**src/rtl/pipe_bus_arbiter_pkg.sv**
```systemverilog
// Shared pipeline package "pipes": memory-bus widths, arbiter state encoding,
// the latched bus-request payload and the fixed instruction-fetch size code.
package pipes;

    localparam int unsigned ADDR_W = 64;
    localparam int unsigned DATA_W = 64;
    localparam int unsigned INSN_W = 32;
    localparam int unsigned SIZE_W = 3;
    localparam int unsigned STRB_W = 8;

    // Size code for a 4-byte instruction fetch
    localparam logic [SIZE_W-1:0] MSIZE_INSN = 3'd2;

    typedef enum logic [1:0] {
        IDLE   = 2'd0,
        BUSY_D = 2'd1,
        BUSY_I = 2'd2
    } arb_state_t;

    typedef struct packed {
        logic [ADDR_W-1:0] addr;
        logic [SIZE_W-1:0] size;
        logic [STRB_W-1:0] strobe;
        logic [DATA_W-1:0] wdata;
    } arb_req_t;

endpackage

```
**src/rtl/arb_select.sv**
```systemverilog
// Combinational grant selection between the data and fetch requesters.
// Optional feature macro: ARB_ROUND_ROBIN_EN (ties go to the port not granted
// last); otherwise data has fixed priority over fetch.
// Ports:
//   d_valid, i_valid   - pending requests
//   last_grant         - 0 = data granted last, 1 = fetch granted last
//   grant_d, grant_i   - one-hot (or zero) grant
module arb_select (
    input  logic d_valid,
    input  logic i_valid,
    input  logic last_grant,
    output logic grant_d,
    output logic grant_i
);

`ifdef ARB_ROUND_ROBIN_EN
    // On a tie, favour whichever port did not win last time
    assign grant_d = d_valid & (~i_valid | last_grant);
    assign grant_i = i_valid & (~d_valid | ~last_grant);
`else
    logic w_unused;
    assign w_unused = last_grant;
    assign grant_d  = d_valid;
    assign grant_i  = i_valid & ~d_valid;
`endif

endmodule

```
**src/rtl/pipe_bus_arbiter.sv**
```systemverilog
// Two-to-one arbiter sharing the single memory bus between the fetch stage
// (instruction port) and the memory stage (data port). The winning request is
// latched into hold registers that alone drive the shared bus, and the bus
// response is routed back to the granted port in the same cycle.
// Optional feature macro: ARB_ROUND_ROBIN_EN (round-robin tie break in IDLE).
// Ports:
//   clk, reset                          - core clock, async active-high reset
//   d_valid/d_addr/d_size/d_strobe/d_wdata, d_ok/d_rdata - data port
//   i_valid/i_addr, i_ok/i_rdata        - fetch port
//   o_valid/o_is_write/o_addr/o_size/o_strobe/o_wdata, o_ok/o_rdata - shared bus
module pipe_bus_arbiter
    import pipes::*;
(
    input  logic              clk,
    input  logic              reset,
    input  logic              d_valid,
    input  logic [ADDR_W-1:0] d_addr,
    input  logic [SIZE_W-1:0] d_size,
    input  logic [STRB_W-1:0] d_strobe,
    input  logic [DATA_W-1:0] d_wdata,
    output logic              d_ok,
    output logic [DATA_W-1:0] d_rdata,
    input  logic              i_valid,
    input  logic [ADDR_W-1:0] i_addr,
    output logic              i_ok,
    output logic [INSN_W-1:0] i_rdata,
    output logic              o_valid,
    output logic              o_is_write,
    output logic [ADDR_W-1:0] o_addr,
    output logic [SIZE_W-1:0] o_size,
    output logic [STRB_W-1:0] o_strobe,
    output logic [DATA_W-1:0] o_wdata,
    input  logic              o_ok,
    input  logic [DATA_W-1:0] o_rdata
);

    arb_state_t r_state;
    arb_state_t w_next;
    arb_req_t   r_req;
    logic       w_grant_d;
    logic       w_grant_i;
    logic       w_last_grant;
    logic       w_load_d;
    logic       w_load_i;

`ifdef ARB_ROUND_ROBIN_EN
    // Last-grant tracker: 0 = data, 1 = fetch; updated on every grant
    logic r_last_grant;

    always_ff @(posedge clk or posedge reset) begin
        if (reset) begin
            r_last_grant <= 1'b0;
        end else if (w_load_d) begin
            r_last_grant <= 1'b0;
        end else if (w_load_i) begin
            r_last_grant <= 1'b1;
        end
    end

    assign w_last_grant = r_last_grant;
`else
    assign w_last_grant = 1'b0;
`endif

    arb_select u_arb_select (
        .d_valid    (d_valid),
        .i_valid    (i_valid),
        .last_grant (w_last_grant),
        .grant_d    (w_grant_d),
        .grant_i    (w_grant_i)
    );

    // State register
    always_ff @(posedge clk or posedge reset) begin
        if (reset) begin
            r_state <= IDLE;
        end else begin
            r_state <= w_next;
        end
    end

    // Next state: on completion hand over to the other port if it waits,
    // never regrant the port that just finished
    always_comb begin
        w_next = r_state;
        case (r_state)
            IDLE: begin
                if (w_grant_d) begin
                    w_next = BUSY_D;
                end else if (w_grant_i) begin
                    w_next = BUSY_I;
                end
            end
            BUSY_D: begin
                if (o_ok) begin
                    w_next = i_valid ? BUSY_I : IDLE;
                end
            end
            BUSY_I: begin
                if (o_ok) begin
                    w_next = d_valid ? BUSY_D : IDLE;
                end
            end
            default: w_next = IDLE;
        endcase
    end

    // A grant is any entry into a BUSY state from elsewhere
    assign w_load_d = (w_next == BUSY_D) && (r_state != BUSY_D);
    assign w_load_i = (w_next == BUSY_I) && (r_state != BUSY_I);

    // Hold registers: sampled at grant, stable for the whole transaction
    always_ff @(posedge clk or posedge reset) begin
        if (reset) begin
            r_req <= '0;
        end else if (w_load_d) begin
            r_req <= '{addr: d_addr, size: d_size, strobe: d_strobe, wdata: d_wdata};
        end else if (w_load_i) begin
            r_req <= '{addr: i_addr, size: MSIZE_INSN, strobe: '0, wdata: '0};
        end
    end

    // Outputs decoded from state; completion is forwarded only to the owner
    always_comb begin
        o_valid = 1'b0;
        d_ok    = 1'b0;
        i_ok    = 1'b0;
        case (r_state)
            BUSY_D: begin
                o_valid = 1'b1;
                d_ok    = o_ok;
            end
            BUSY_I: begin
                o_valid = 1'b1;
                i_ok    = o_ok;
            end
            default: begin
                o_valid = 1'b0;
            end
        endcase
    end

    assign o_addr     = r_req.addr;
    assign o_size     = r_req.size;
    assign o_strobe   = r_req.strobe;
    assign o_wdata    = r_req.wdata;
    assign o_is_write = |r_req.strobe;
    assign d_rdata    = o_rdata;
    // Pick the 32-bit word selected by address bit 2
    assign i_rdata    = r_req.addr[2] ? o_rdata[63:32] : o_rdata[31:0];

endmodule

```
**config.mk**
```make
export PLATFORM = sky130hd
export DESIGN_NAME = pipe_bus_arbiter
export DESIGN_NICKNAME = d
export VERILOG_FILES = /design/src/rtl/pipe_bus_arbiter_pkg.sv /design/src/rtl/arb_select.sv /design/src/rtl/pipe_bus_arbiter.sv
export SDC_FILE = /design/constraint.sdc
export NUM_CORES = 1
export LEC_CHECK = 0
export BUFFER_PORTS_ARGS = -buffer_cell sky130_fd_sc_hd__buf_2
export CAP_MARGIN = 0
export CORE_AREA = 5 5 194 196
export DETAILED_ROUTE_END_ITERATION = 7
export DIE_AREA = 0 0 199 201
export PLACE_DENSITY = 0.5
export SYNTH_ARGS = -nofsm -noshare
export SYNTH_HDL_FRONTEND = slang
export SYNTH_SLANG_ARGS = --single-unit
```
**constraint.sdc**
```tcl
create_clock -name clk -period 6.45 [get_ports clk]
set_input_delay 1.29 -clock clk [delete_from_list [all_inputs] [get_ports clk]]
set_output_delay 1.29 -clock clk [all_outputs]
set_load 0.01 [all_outputs]
```
==> out/qor.txt <==
status -> finished, final reports clean
first-pass GRT wire length -> 50500 um
CP Launch Type -> input port
row count -> 70
routed vias -> 7905
met3 routed WL -> 2850 um
CTS root buf -> clkbuf_16
Vert. Die Dim -> 201 um
count of different cell masters after synthesis -> 30
YS warnings -> 0
critical path's slowest cell -> buf_4
Pwr per Cell Area -> 525 nW/um^2
cell mode on critical path -> buf_4
number of I/O port buffers -> 510
Setup CP Type -> in2reg
#FFs+latches synth -> 141
Logic pwr share -> 55.7%
setup TNS -> 0 ns
most frequent cell after synthesis -> dfrtp_1
CTS Sinks -> 141
P_sw -> 0.00267 W
drt first pass iters -> 6
CP Cell Sequence -> buf_2 -> a21o_1 -> a222oi_1 -> buf_4 -> buf_4 -> nor2_4 -> buf_4 -> o31a_1
Total Routing Usage GR -> 16.7%
Core Util, Final -> 30.1%
cell count after synthesis -> 760
clock skew -> 0.00641 ns
top cells by count, synth -> 141 x dfrtp_1, 138 x o21ai_0, 78 x buf_4
hold buffers post-CTS -> 0
Die W -> 199 um
antenna viol nets, final -> 0
Required @ worst endpoint -> 6.77 ns
reg2reg setup slack -> 2.72 ns
CP arrival -> 4.08 ns
H-tree Lvls -> 4
final setup violation count -> 0
Reg area -> 3530 um^2
Final Hold Viols -> 0
Peak supply drop -> 0.321 mV
Worst Hold Class -> reg2reg
P&R area growth vs syn -> 37.2%
I/O pin count -> 511
crit end category -> flop
leading area contributor after synthesis -> dfrtp_1
Synth Area per Inst -> 10.3 um^2
Sw Share -> 47.1%
Placed Area -> 10200 um^2
leakage -> 5.22 nW
met1 wire length -> 13200 um
Slew HR -> 23.5%
largest net degree at the start of global routing -> 89
multi-input gate area in the final layout -> 3170 um^2
mapped cell area -> 7870 um^2
GP Congestion -> 0.806
hpwl dp -> 26600 um
GRT overflow -> 0
Post-synth EDFFs -> 0
core box area -> 35900 um^2
worst skew pair latency -> 0.43 ns
Worst-Margin Slew -> 1.15 ns
DR WL/cell -> 21.6 um
Placed Cells -> 1601
vias in the first global route -> 7896
clock power share -> 17.0%
Seq pwr share -> 27.3%
initial core utilization -> 21.9%
max cap viols -> 0
synthesized net count -> 1036
fillers -> 3834
Die ar. -> 40000 um^2
f_max -> 266 MHz
Final Max Tran Viols -> 0
Max stage delay on crit path -> 0.72 ns
DRT Wirelength -> 35500 um
Post-CTS Resized -> 0
Max clock buf depth -> 2
CTS Buf Count -> 17
Synth Flop Type -> dfrtp_1
fin nets -> 1428
worst-path maximum fanout -> 85
Yosys top cell area share -> 44.9%
post-route cell area -> 10800 um^2
DRC Markers -> 0
Async SR Flop Fraction -> 100%
drt first-iter violations -> 290
CTS tree -> done
fin crit period -> 3.76 ns
post-DR vias/cell -> 4.81
DR WL met2 -> 18300 um
initial antenna violation count -> 24
share of layout cells above drive strength 1 -> 54.2%
period utilization -> 58.3%
sequential fraction of the synthesis area -> 44.9%
Int Pwr -> 0.00299 W
postcts setup bufs -> 0
RSZ-0062 raised after global routing -> no
synth top area cells -> dfrtp_1 45%, o21ai_0 8.8%, o2bb2ai_1 8.2%, o221ai_2 7.6%, buf_4 7.4%
Clock transition at path regs -> 0.06 ns
Final Non-Filler Cells -> 1644
Top Layer Used -> met5
[layout make-up]
type,count,area share [%]
repair buffers,524,24.6
multi-input cells,401,29.4
inverters,67,2.38
clock buffers,23,4.43
diodes,11,0.255
well taps,468,5.43
flip-flops and latches,141,32.7
clock inverters,9,0.811
[placed cells by master (no fill, tap or decap), types with 3 or more instances in the layout]
cell / count
mux2_2: 32
o221ai_1: 24
nand4_1: 64
o21ai_0: 138
o2bb2ai_1: 74
clkbuf_1: 3
ha_1: 4
diode_2: 11
dfrtp_1: 141
nor2b_1: 3
buf_2: 510
buf_4: 14
o221ai_2: 40
clkbuf_16: 17
clkinv_2: 3
nor2_1: 3
inv_1: 66
clkinv_4: 4
clkbuf_8: 3
[kinds of logic after synthesis]
kind of cell               after synthesis  share of synthesized area [%]
buffers and inverters                  218                           15.5
and+or+nand+nor                         83                           6.40
muxes                                   32                           4.58
adders and majority gates                4                          0.636
DFF                                    141                           44.9
AOI/OAI and AO/OA                      282                           28.0
[flip-flops by register name (all words and copies together), names as in the netlist]
signal	count
o_addr	64
r_state	2
o_strobe	8
o_size	3
o_wdata	64
[routing by layer]
layer,vias to the layer above,track usage [%]
met5,-,0
met4,4,6.11
met3,59,4.83
met2,381,29.3
met1,3912,19.1
li1,3549,-
[power by group through the flow]
stage	clock network (W)	registers [W]	logic (W)
2_1_floorplan	0	0.00170	0.00198
3_3_place_gp	0	0.00156	0.00318
3_5_place_dp	0	0.00155	0.00322
4_1_cts	0.000992	0.00155	0.00320
5_1_grt	0.00102	0.00160	0.00345
6_report	0.000964	0.00155	0.00315
[stage by stage]
| stage | power (W) | hold slack [ns] | setup WS [ns] |
|---|---|---|---|
| after floorplan | 0.00369 | 0.542 | 1.38 |
| after global placement | 0.00474 | 0.492 | 2.25 |
| after detailed placement | 0.00477 | 0.492 | 2.28 |
| after CTS | 0.00574 | 0.509 | 2.77 |
| after global routing | 0.00607 | 0.514 | 2.51 |
| final | 0.00566 | 0.502 | 2.69 |
[worst paths after layout]
| path | start | endpoint | depth (start not counted) |
|---|---|---|---|
| worst min-delay path | o_size[1] | o_size[1] | 1 |
| worst max register to register | r_state[1] | o_size[1] | 9 |
| max in group asynchronous | reset | o_wdata[26] | 3 |
| min in group asynchronous | reset | o_wdata[6] | 2 |
| worst min register to register | o_size[1] | o_size[1] | 1 |
| worst max-delay path | o_ok | o_size[1] | 8 |
[worst max-delay path: cells and delay by family]
family | cells | cell delay [ns]
buffers and inverters | 4 | 1.66
AO/OA/AOI/OAI | 3 | 0.75
AND/OR/NAND/NOR | 1 | 0.22
No activity file was read; power rests on OpenSTA's default activity.
